### src/rtl/pipe_stage_latch.sv
// Inter-stage pipeline register with a 2-entry skid buffer (main M + skid S).
// Latency: 1 cycle input to output; sustains 1 beat/cycle while out_ready=1.
// Backpressure: in_ready comes from a flop (high while S is empty), never combinationally from out_ready.
// Optional build macro PIPE_LATCH_STATS_EN adds saturating stall_cnt/bubble_cnt outputs.
module pipe_stage_latch #(
  parameter int                DATA_W   = 64,
  parameter int                CTRL_W   = 12,
  parameter int                REG_W    = 3,
  parameter logic [CTRL_W-1:0] NOP_CTRL = '0
) (
  input  logic              clk,
  input  logic              rst,
  input  logic              in_valid,
  output logic              in_ready,
  input  logic [DATA_W-1:0] in_data,
  input  logic [CTRL_W-1:0] in_ctrl,
  input  logic [REG_W-1:0]  in_wreg,
  input  logic              flush,
  output logic              out_valid,
  input  logic              out_ready,
  output logic [DATA_W-1:0] out_data,
  output logic [CTRL_W-1:0] out_ctrl,
  output logic [REG_W-1:0]  out_wreg
`ifdef PIPE_LATCH_STATS_EN
  ,
  output logic [15:0]       stall_cnt,
  output logic [15:0]       bubble_cnt
`endif
);

  // Main (head) entry drives the outputs; skid entry catches the beat that
  // arrives while the head is stalled.
  logic              mVld, sVld, inReadyQ;
  logic [DATA_W-1:0] mData, sData;
  logic [CTRL_W-1:0] mCtrl, sCtrl;
  logic [REG_W-1:0]  mWreg, sWreg;

  logic accept, drain;
  logic mVldNxt, sVldNxt;
  logic loadM, loadS, shiftSM;

  assign in_ready  = inReadyQ;
  assign out_valid = mVld;
  assign out_data  = mData;
  assign out_wreg  = mWreg;
  // Bubbles always present the NOP control pattern, even though the data
  // registers keep whatever they last held.
  assign out_ctrl  = mVld ? mCtrl : NOP_CTRL;

  // Next-state decode over {S.valid, M.valid}; flush overrides accept/drain.
  always_comb begin
    accept  = in_valid & inReadyQ;
    drain   = mVld & out_ready;
    mVldNxt = mVld;
    sVldNxt = sVld;
    loadM   = 1'b0;
    loadS   = 1'b0;
    shiftSM = 1'b0;
    if (flush) begin
      mVldNxt = 1'b0;
      sVldNxt = 1'b0;
    end else begin
      case ({sVld, mVld})
        2'b00: begin
          if (accept) begin
            mVldNxt = 1'b1;
            loadM   = 1'b1;
          end
        end
        2'b01: begin
          if (accept && drain) begin
            loadM = 1'b1;
          end else if (accept) begin
            sVldNxt = 1'b1;
            loadS   = 1'b1;
          end else if (drain) begin
            mVldNxt = 1'b0;
          end
        end
        2'b11: begin
          if (drain) begin
            sVldNxt = 1'b0;
            shiftSM = 1'b1;
          end
        end
        default: begin
          // Skid-only occupancy is unreachable; fall back to empty.
          mVldNxt = 1'b0;
          sVldNxt = 1'b0;
        end
      endcase
    end
  end

  // State and storage registers; reset clears everything, flush only the valids.
  always_ff @(posedge clk) begin
    if (rst) begin
      mVld     <= 1'b0;
      sVld     <= 1'b0;
      inReadyQ <= 1'b1;
      mData    <= '0;
      mCtrl    <= '0;
      mWreg    <= '0;
      sData    <= '0;
      sCtrl    <= '0;
      sWreg    <= '0;
    end else begin
      mVld     <= mVldNxt;
      sVld     <= sVldNxt;
      inReadyQ <= ~sVldNxt;
      if (loadM) begin
        mData <= in_data;
        mCtrl <= in_ctrl;
        mWreg <= in_wreg;
      end else if (shiftSM) begin
        mData <= sData;
        mCtrl <= sCtrl;
        mWreg <= sWreg;
      end
      if (loadS) begin
        sData <= in_data;
        sCtrl <= in_ctrl;
        sWreg <= in_wreg;
      end
    end
  end

`ifdef PIPE_LATCH_STATS_EN
  // Saturating occupancy statistics; only reset clears them.
  always_ff @(posedge clk) begin
    if (rst) begin
      stall_cnt  <= '0;
      bubble_cnt <= '0;
    end else begin
      if (mVld && !out_ready && stall_cnt != 16'hFFFF) begin
        stall_cnt <= stall_cnt + 16'd1;
      end
      if (!mVld && bubble_cnt != 16'hFFFF) begin
        bubble_cnt <= bubble_cnt + 16'd1;
      end
    end
  end
`endif

endmodule

### config.mk
export PLATFORM = sky130hd
export DESIGN_NAME = pipe_stage_latch
export DESIGN_NICKNAME = d
export VERILOG_FILES = /design/src/rtl/pipe_stage_latch.sv
export SDC_FILE = /design/constraint.sdc
export NUM_CORES = 1
export LEC_CHECK = 0
export CAP_MARGIN = 15
export CORE_MARGIN = 4
export CORE_UTILIZATION = 50
export CTS_CLUSTER_DIAMETER = 100
export DETAILED_ROUTE_END_ITERATION = 12
export GPL_TIMING_DRIVEN = 0
export PLACE_DENSITY = 0.8
export SLEW_MARGIN = 20
export SYNTH_ARGS = -nofsm -noshare
export SYNTH_HDL_FRONTEND = slang
export SYNTH_SLANG_ARGS = --single-unit
### constraint.sdc
create_clock -name clk -period 1.7 [get_ports clk]
set_input_delay 0.34 -clock clk [delete_from_list [all_inputs] [get_ports clk]]
set_output_delay 0.34 -clock clk [all_outputs]
set_load 0.005 [all_outputs]
==> impl_summary.txt <==
----------------------------------------------------
[CTS]
  Sink Count ... 161
  H-tree level count ... 4
  Clk root buf ... clkbuf_16
  Clock-pin slew on the worst setup and hold paths ... around 0.060 ns
  Clock tree from TritonCTS ... yes
  Total clock buffers created by CTS ... 17
  Clock insertion delay at the later pin of the skew report ... 0.42 ns
  Maximum clock insertion buffer count ... 2

[Power and ir drop]
  Sw power ... about 2.2 mW
  Cell-internal power ... 6.74 mW
  Net switching fraction of the power ... 0.242
  Clock share of power ... 0.429
  Fraction of power consumed by combinational cells ... 0.121
  Power per cell area ... ~940 nW/um2
  Worst supply voltage drop on vdd ... 0.739 mV
  Share of total power in sequential cells ... 0.450
  P_leak ... 3.25 nW

[Yosys]
  Gate count after technology mapping ... 837
  Yosys Warn Count ... 0
  Number of different library cells in the post-synthesis netlist ... 23
  Flops & latches, synth ... 161
  Avg Cell Area, Syn ... about 8 um2
  Net Count, Synth ... 921
  Cell area after synthesis ... 6870 um2
  Fraction of the yosys area taken by sequential cells ... 0.469

[Detailed routing]
  Detailed-route vias per instance ... 5.96
  Via Count ... 7234
  Mean routed wirelength per cell ... 18.0 um
  DRC viols ... 0
  Drt first-iter violations ... 839
  Remaining antenna violation count ... 0
  DRT Wirelength ... 21.9 mm
  First drt pass iteration count ... 5

[Placed design]
  Instance count after placement with tap cells included ... 1176
  Placer congestion estimate ... roughly 0.83
  Number of buffer cells added on primary ports ... 163
  Area after detailed placement ... approximately 8700 um2
  Place WS ... -0.587 ns
  DP HPWL ... ~14 mm

[Final layout]
  Final Instance Area ... about 9500 um2
  Fraction of the core area covered by cells at the end of the flow ... 0.709
  Antenna cell count ... 0
  Final cell count without fillers ... 1213
  Most frequent cells in the layout ... nand2_1, dfxtp_1, clkdlybuf4s50_1
  Fraction of layout cells with a size suffix above 1 ... 0.123
  Count of fill cells added during filler insertion ... 1055
  Nets@finish ... 1108
  P&R area growth vs syn ... 37.8%
  Most frequent standard cell in the layout excluding fill and tap cells ... nand2_1

[Global routing]
  Combined global-route utilization of all metal layers ... 0.271
  First-pass GRT wire length ... 34.9 mm
  Maximum number of pins on one net before global-route repair ... 17
  Vias in the first global route ... just under 7000
  Total grt overflow ... 0
  Antenna violations before repair ... 0

[Worst setup path]
  R2R cell count ... 6
  CP max stage delay ... 0.37 ns
  Highest fanout seen on the critical path ... 5
  Critical Path Slowest Stage Cell ... dfxtp_4
  Type of the worst setup path ... register to primary output
  CP Cell Sequence ... clkbuf_8 -> and2_1 -> dlygate4sd2_1
  Type of origin of the critical path ... register
  Worst Setup End Kind ... primary output
  Required time of the critical path ... 1.36 ns
  Arrival time of the worst setup path ... 1.31 ns

[Timing]
  Final slew viol count ... 0
  Maximum clock frequency ... 605 MHz
  Post-Route Skew ... 0.00661 ns
  Min setup slack post-route ... 0.0472 ns
  Worst Max-Slew Pin Slew ... around 0.78 ns
  Hold violation total from the final report ... 0
  Post-route clock period utilization ... 0.972
  Setup Viol. Count Final ... 0
  Rel. slew slack ... 0.482
  Time the worst path needs with I/O delays and setup ... 1.65 ns
  Fin Hold WS ... 0.242 ns

[Floorplan]
  Number of rows created at floorplan ... 42
  Area of the die ... 15700 um2
  Core footprint ... 13300 um2
  Effective utilization at floorplan ... 0.515
  Number of placed I/O pins ... 165
  Die Ht ... 125 um
  Horizontal die dimension ... 125 um

[Min path]
  Path class of the lowest-slack min-delay path ... primary input to register
  Number of cells on the worst hold path ... 2

[Run status]
  Result of the run ... finished, final reports clean

[Run]
  Max-cap check violation count ... 0

----------------------------------------------------
==> cell usage after synthesis <==
library cell / number / area (um2)
nand2_1: 159 / 597
nand4bb_2: 1 / 16.3
and4bb_1: 1 / 12.5
clkbuf_1: 48 / 180
nand4b_1: 1 / 8.76
o21ai_0: 79 / 395
buf_4: 10 / 75.1
inv_2: 1 / 3.75
dfxtp_1: 161 / 3220
a311oi_1: 60 / 526
nor3_1: 80 / 400
and2_1: 12 / 75.1
buf_2: 35 / 175
a2bb2oi_1: 1 / 8.76
nand2_2: 1 / 6.26
nand2b_1: 2 / 12.5
nor2b_1: 1 / 6.26
buf_6: 4 / 45.0
and4b_1: 1 / 10.0
a21oi_1: 80 / 400
nand3_1: 79 / 395
a311oi_2: 19 / 285
or4_4: 1 / 11.3
==> registers in the layout (all words and copies together) (netlist names) <==
signal and cells:
sCtrl 12, in_ready 1, out_wreg 3, mCtrl 12, sWreg 3, sData 64, out_valid 1, out_data 64
sVld 1
==> logic make-up after synthesis <==
kind of cell	Yosys count	share of synthesized area
buffers and inverters	98	0.0698
and+or+nand+nor	339	0.226
AOI/OAI and AO/OA	239	0.235
DFF	161	0.469
==> power by group through the flow <==
stage / combinational (mW) / sequential [mW] / clock [mW]
after floorplan: 0.427 / 4.08 / 0
after global routing: 1.15 / 4.02 / 3.99
after CTS: 1.06 / 4.00 / 3.82
after global placement: 1.03 / 4.08 / 0
after detailed placement: 1.04 / 4.08 / 0
final: 1.08 / 4.00 / 3.82
==> metrics by stage <==
stage	total power, mW	setup TNS (ns)
finish	8.89	0
CTS	8.88	-0.0465
global placement	5.11	-63.84
global route	9.16	-0.0931
detailed placement	5.12	-68.26
floorplan	4.50	0
==> area by class of cell <==
type,count,area [um2],area share
Tap cell,176,220,0.0233
Multi-Input combinational cell,578,3210,0.339
Timing Repair Buffer,170,1690,0.178
Inverter,1,3.75,0.000397
Buffer,95,534,0.0565
Clock buffer,22,474,0.0501
Clock inverter,10,109,0.0115
Sequential cell,161,3230,0.341
==> path summary, 6_finish.rpt <==
path	from	endpoint	slack, ns
hold / removal	flush	out_valid	0.24
setup / recovery	out_valid	out_ctrl[4]	0.05
setup reg to reg	sVld	out_data[22]	0.06
hold reg to reg	sData[7]	out_data[7]	0.48
==> worst max-delay path, delay by kind of cell, from the launching register on <==
family,cells,cell delay [ns]
buffers and inverters,2,0.39
and+or+nand+nor,1,0.12
DFF,1,0.37
==> routing by layer <==
layer,wire length (um),GRT usage,up-vias,share of wire
met1,9230,0.354,3423,0.42
met4,514,0.0861,0,0.024
li1,-,-,3406,-
met5,0,0,-,0
met3,1800,0.0708,42,0.082
met2,10300,0.439,363,0.47
==> timing repair <==
action | 4_1_cts | 5_1_grt
gates cloned | 1 | 0
setup buffers | 6 | 0
setup endpoints to repair | 88 | 143
pin swaps | 0 | 2
hold buffers | 0 | 0
resized for setup | 34 | 45
Note: power is estimated with default switching activity, not from simulation.
